$ cat src/rtl/reg_file_2r1w_sb_pkg.sv
// Shared defaults and helpers for the 2-read/1-write register file.
// Default geometry is 16-bit x 32 entries; address width derives from depth.
package reg_file_2r1w_sb_pkg;

  localparam int unsigned DefWidth = 16;
  localparam int unsigned DefDepth = 32;

  function automatic int unsigned clog2(input int unsigned v);
    int unsigned r;
    r = 0;
    while ((64'd1 << r) < 64'(v)) begin
      r = r + 1;
    end
    return r;
  endfunction

  localparam int unsigned DefAddrW = clog2(DefDepth);

endpackage

$ cat src/rtl/reg_file_2r1w_sb_scoreboard.sv
// Per-entry busy scoreboard: reserve sets, write clears (set wins on a tie),
// two hazard lookups and a registered any-busy summary.
module reg_file_scoreboard
  import reg_file_2r1w_sb_pkg::*;
#(
  parameter int unsigned DEPTH    = DefDepth,
  parameter int unsigned ADDR_W   = DefAddrW,
  parameter bit          ZERO_REG = 1'b0
) (
  input  logic              clk,
  input  logic              reset,
  input  logic              we,
  input  logic [ADDR_W-1:0] wa,
  input  logic              rsv,
  input  logic [ADDR_W-1:0] rsvA,
  input  logic [ADDR_W-1:0] ra1,
  input  logic [ADDR_W-1:0] ra2,
  output logic              hazard1,
  output logic              hazard2,
  output logic              anyBusy
);

  localparam logic [ADDR_W:0] DepthL = (ADDR_W+1)'(DEPTH);

  logic [DEPTH-1:0] busyR;
  logic [DEPTH-1:0] busyNextS;
  logic [DEPTH-1:0] clrMaskS;
  logic [DEPTH-1:0] setMaskS;
  logic             anyBusyR;

  function automatic logic inRange(input logic [ADDR_W-1:0] a);
    return ({1'b0, a} < DepthL);
  endfunction

  // Set/clear masks; OR-ing the set mask last lets a new producer supersede the write.
  always_comb begin
    clrMaskS = {DEPTH{1'b0}};
    setMaskS = {DEPTH{1'b0}};
    for (int i = 0; i < int'(DEPTH); i++) begin
      clrMaskS[i] = we && (wa == ADDR_W'(i));
      setMaskS[i] = rsv && (rsvA == ADDR_W'(i)) && !(ZERO_REG && (i == 0));
    end
    busyNextS = (busyR & ~clrMaskS) | setMaskS;
  end

  // Hazard lookups see only registered busy state; a write landing now resolves them.
  always_comb begin
    hazard1 = 1'b0;
    hazard2 = 1'b0;
    if (inRange(ra1)) begin
      hazard1 = busyR[ra1] & ~(we && (wa == ra1));
    end else begin
      hazard1 = 1'b0;
    end
    if (inRange(ra2)) begin
      hazard2 = busyR[ra2] & ~(we && (wa == ra2));
    end else begin
      hazard2 = 1'b0;
    end
  end

  // Busy bits and their OR, both registered.
  always_ff @(posedge clk or posedge reset) begin
    if (reset) begin
      busyR    <= {DEPTH{1'b0}};
      anyBusyR <= 1'b0;
    end else begin
      busyR    <= busyNextS;
      anyBusyR <= |busyNextS;
    end
  end

  assign anyBusy = anyBusyR;

endmodule

$ cat src/rtl/reg_file_2r1w_sb.sv
// Parametrised register file: one write port, two registered read ports with
// write-first bypass, optional hardwired-zero entry 0 and a busy scoreboard.
module reg_file_2r1w_sb
  import reg_file_2r1w_sb_pkg::*;
#(
  parameter int unsigned WIDTH    = DefWidth,
  parameter int unsigned DEPTH    = DefDepth,
  parameter int unsigned ADDR_W   = DefAddrW,
  parameter bit          ZERO_REG = 1'b0
) (
  input  logic              clk,
  input  logic              reset,
  input  logic              we,
  input  logic [ADDR_W-1:0] wa,
  input  logic [WIDTH-1:0]  wd,
  input  logic              re1,
  input  logic              re2,
  input  logic [ADDR_W-1:0] ra1,
  input  logic [ADDR_W-1:0] ra2,
  output logic [WIDTH-1:0]  rd1,
  output logic [WIDTH-1:0]  rd2,
  output logic              rv1,
  output logic              rv2,
  output logic              hz1,
  output logic              hz2,
  input  logic              rsv,
  input  logic [ADDR_W-1:0] rsv_a,
  output logic              any_busy
);

  localparam logic [ADDR_W:0] DepthL = (ADDR_W+1)'(DEPTH);

  logic [WIDTH-1:0] memR [DEPTH];
  logic [WIDTH-1:0] rd1R, rd2R, rd1NextS, rd2NextS;
  logic             rv1R, rv2R, hz1R, hz2R;
  logic             hz1NextS, hz2NextS, wrOkS;

  // Addressable entry: inside the array and not the hardwired-zero slot.
  function automatic logic addrOk(input logic [ADDR_W-1:0] a);
    return ({1'b0, a} < DepthL) && !(ZERO_REG && (a == {ADDR_W{1'b0}}));
  endfunction

  assign wrOkS = we && addrOk(wa);

  reg_file_scoreboard #(
    .DEPTH    (DEPTH),
    .ADDR_W   (ADDR_W),
    .ZERO_REG (ZERO_REG)
  ) uScoreboard (
    .clk     (clk),
    .reset   (reset),
    .we      (we),
    .wa      (wa),
    .rsv     (rsv),
    .rsvA    (rsv_a),
    .ra1     (ra1),
    .ra2     (ra2),
    .hazard1 (hz1NextS),
    .hazard2 (hz2NextS),
    .anyBusy (any_busy)
  );

  // Port 1 read mux with write-first bypass.
  always_comb begin
    rd1NextS = {WIDTH{1'b0}};
    if (addrOk(ra1)) begin
      if (we && (wa == ra1)) begin
        rd1NextS = wd;
      end else begin
        rd1NextS = memR[ra1];
      end
    end else begin
      rd1NextS = {WIDTH{1'b0}};
    end
  end

  // Port 2 read mux with write-first bypass.
  always_comb begin
    rd2NextS = {WIDTH{1'b0}};
    if (addrOk(ra2)) begin
      if (we && (wa == ra2)) begin
        rd2NextS = wd;
      end else begin
        rd2NextS = memR[ra2];
      end
    end else begin
      rd2NextS = {WIDTH{1'b0}};
    end
  end

  // Storage array.
  always_ff @(posedge clk or posedge reset) begin
    if (reset) begin
      for (int i = 0; i < int'(DEPTH); i++) begin
        memR[i] <= {WIDTH{1'b0}};
      end
    end else if (wrOkS) begin
      memR[wa] <= wd;
    end else begin
      memR[wa] <= memR[wa];
    end
  end

  // Read registers: data and hazard hold when the port is idle.
  always_ff @(posedge clk or posedge reset) begin
    if (reset) begin
      rd1R <= {WIDTH{1'b0}};
      rd2R <= {WIDTH{1'b0}};
      rv1R <= 1'b0;
      rv2R <= 1'b0;
      hz1R <= 1'b0;
      hz2R <= 1'b0;
    end else begin
      rv1R <= re1;
      rv2R <= re2;
      if (re1) begin
        rd1R <= rd1NextS;
        hz1R <= hz1NextS;
      end
      if (re2) begin
        rd2R <= rd2NextS;
        hz2R <= hz2NextS;
      end
    end
  end

  assign rd1 = rd1R;
  assign rd2 = rd2R;
  assign rv1 = rv1R;
  assign rv2 = rv2R;
  assign hz1 = hz1R;
  assign hz2 = hz2R;

endmodule

$ cat config.mk
export PLATFORM = sky130hd
export DESIGN_NAME = reg_file_2r1w_sb
export DESIGN_NICKNAME = d
export VERILOG_FILES = /design/src/rtl/reg_file_2r1w_sb_pkg.sv /design/src/rtl/reg_file_2r1w_sb_scoreboard.sv /design/src/rtl/reg_file_2r1w_sb.sv
export SDC_FILE = /design/constraint.sdc
export NUM_CORES = 2
export LEC_CHECK = 0
export ABC_AREA = 0
export CORE_ASPECT_RATIO = 1.2
export CORE_MARGIN = 2
export CORE_UTILIZATION = 50
export CTS_CLUSTER_DIAMETER = 60
export DETAILED_ROUTE_END_ITERATION = 16
export HOLD_SLACK_MARGIN = 0.02
export PLACE_DENSITY = 0.72
export SLEW_MARGIN = 5
export SYNTH_ARGS = -nofsm -noshare
export SYNTH_HDL_FRONTEND = slang
export SYNTH_HIERARCHICAL = 1
export SYNTH_SLANG_ARGS = --single-unit
$ cat constraint.sdc
create_clock -name clk -period 22.9 [get_ports clk]
set_input_delay 6.87 -clock clk [delete_from_list [all_inputs] [get_ports clk]]
set_output_delay 6.87 -clock clk [all_outputs]
set_load 0.005 [all_outputs]
==> impl_metrics.tcl <==
set metrics [dict create \
    critical-path-slowest-cell "nor2_1" \
    cp_top_family "compound AO/OA/AOI/OAI gates" \
    yosysWarningCount 6 \
    grt_usage_pct 33.52 \
    yosys.area.top_type "dfrtp_1" \
    start_kind "input port" \
    crit_fanout 38 \
    synth_top_flop_cell "dfrtp_1" \
    synth_area_leaders "dfrtp_1 41%, mux4_2 22%, mux2_2 9.7%" \
    drc 0 \
    die-width_um 246.2 \
    place_congestion 0.9143 \
    ys_ff_latch 581 \
    ys_seq_area_share_pct 41.29 \
    timing.fmax_mhz 95.07 \
    vias_per_cell 7.272 \
    cts_setup_buffers 0 \
    ir_worst_vdd_mv 0.06475 \
    ioPinCount 79 \
    rows 106 \
    crit_chain "clkdlybuf4s50_1 > buf_4 > nor3b_2 > buf_4 > nor2_1 > o211ai_1 > o22ai_2 > o21ai_0" \
    synth_async_sr_flop_share_pct 100.0 \
    p_per_area_mw_per_mm2 95.59 \
    cts_root_buf "clkbuf_16" \
    numCtsBuffers 68 \
    start_util_pct 50.56 \
    core_mm2 0.06963 \
    fill_cells 5580 \
    post-synth-top-count-cell "dfrtp_1" \
    final_layout_size_suffix_gt1_share_pct 31.64 \
    fin_tns_setup_ps 0 \
    min_path_type "reg2reg" \
    grt_start_max_net_pins 178 \
    first_pass_iters 8 \
    maxSlewHeadroom_pct 1.037 \
    setup_ws_ps 12380 \
    setup_violations 0 \
    grt_pass1_vias 27320 \
    syn_area_per_cell_um2 12.37 \
    total_power_mw 3.672 \
    cts.repair.resized 0 \
    numPortBuffers 78 \
    vias 27040 \
    crit_type "in2reg" \
    end_kind "flop" \
    antenna_found_initial 0 \
    cts_htree_levels 3 \
    fin_worst_skew_ps 34.38 \
    arrival_ps 10950 \
    cts_buffer_depth 3 \
    drt-total-wl_mm 120.1 \
    die-area_mm2 0.07256 \
    yosysTopAreaCellShare_pct 41.29 \
    synth_edf_count 0 \
    dp_hpwl_mm 71.11 \
    hold_violations 0 \
    fin_nets 2795 \
    hold_buffers 0 \
    grt_setup_unrepaired "no" \
    slowest_delay_ps 1080 \
    maxCapViolations 0 \
    synth.distinct_cells 66 \
    tritoncts "done" \
    worst_hold_slack_ps 508.7 \
    synth_cells 2846 \
    cts.sinks 581 \
    cp.required_ps 23330 \
    drtIter0Drc 3770 \
    min_period_ps 10520 \
    ant_nets 0 \
    grt_pass1_wl_mm 177.9 \
    netlist_area_mm2 0.03521 \
    syn_nets 2888 \
    synth_common_cells "581 x dfrtp_1, 417 x nand2_1, 351 x mux4_2" \
    clkTransAtPathRegs_ps 60 \
    slew_viol_final 0 \
    syn_to_final_growth_pct 9.098 \
    final_core_util_pct 55.16 \
    clock_latency_ps 620 \
    outcome "finished clean" \
    power_leakage_nw 16.05 \
    finalCritPeriodShare_pct 45.93 \
    cp_common_cell "buf_4" \
    tightest_slew_ps 1484 \
    die_y_um 294.7 \
    pre_cts_slack_ps 11840 \
    path_buf_inv 3 \
    grt_overflow_total 0 \
    wl_per_cell_um 32.30 \
]
==> metal layers <==
metal	track usage, %	share of wire [%]	vias to the layer above
met5	1.984	0.15	-
met4	22.59	7.8	6
met3	10.71	13	546
met2	49.25	44	2072
met1	42.27	35	13670
li1	-	-	10750
==> final timing paths <==
check	start	endpoint	slack, ps	cells past startpoint
setup / recovery	wa[4]	memR[246]	12380	8
setup reg to reg	memR[6]	memR[246]	19980	5
hold / removal	hz1	hz1	510	1
max in group asynchronous	reset	memR[109]	13470	4
min in group asynchronous	reset	hz1	6800	2
hold reg to reg	hz1	hz1	510	1
==> worst reg2reg max path, stage by stage (launching register included) <==
cell,delay [ps]
dfrtp_1,400
mux4_2,470
a22oi_1,370
o211ai_1,180
o22ai_2,1020
o21ai_0,290
==> cells by family (layout without fill, tap and decap cells) <==
kind of cell / after synthesis / count (layout) / share of synthesized area [%]
buffers and inverters: 296 / 250 / 4.119
muxes: 792 / 792 / 36.39
and+or+nand+nor: 582 / 582 / 7.317
DFF: 581 / 581 / 41.29
other: 0 / 1 / 0
AOI/OAI and AO/OA: 575 / 575 / 10.38
xor gates and xnor gates: 20 / 20 / 0.4975
==> registers in the layout (all words and copies together) (netlist names) <==
| register | count |
|---|---|
| hz1 | 1 |
| hz2 | 1 |
| memR | 512 |
| rd1 | 16 |
| rd2 | 16 |
| rv1 | 1 |
| rv2 | 1 |
| uScoreboard/anyBusy | 1 |
| uScoreboard/busyR | 32 |
==> power breakdown <==
part | total, mW | switching [mW] | internal, mW
Sequential | 1.58 | 0.275 | 1.30
Combinational | 1.02 | 0.453 | 0.566
Clock | 1.08 | 0.448 | 0.629
==> cells in the final DEF, fill, tap and decap left out, types with 15 or more instances in the layout <==
cell,n
a21oi_1,21
a222oi_1,23
a22oi_1,56
a31oi_1,18
and2_1,15
buf_4,45
clkbuf_1,18
clkbuf_16,69
clkdlybuf4s50_1,68
dfrtp_1,581
mux2_2,304
mux2i_1,130
mux4_2,351
nand2_1,396
nand2_2,21
nand3_1,30
nor2_1,32
nor2b_1,15
o211ai_1,37
o21ai_0,281
o22ai_1,25
o31ai_1,32
xor2_1,18
==> stage by stage <==
step	area, µm²	instances
after detailed placement	36230	3601
after global routing	38410	3718
after CTS	38390	3718
final	38410	3719
after global placement	36230	3601
after floorplan	35210	2846
==> layout make-up <==
type | instances | area, µm² | area share, %
multi-input cells | 1969 | 19370 | 50.44
flip-flops and latches | 581 | 14540 | 37.85
clock buffers | 99 | 1959 | 5.101
repair buffers | 124 | 1150 | 2.994
well taps | 918 | 1149 | 2.990
clock inverters | 18 | 195.2 | 0.5082
inverters | 9 | 41.29 | 0.1075
diodes | 1 | 2.502 | 0.006515
No activity file was read; power rests on OpenSTA's default activity.
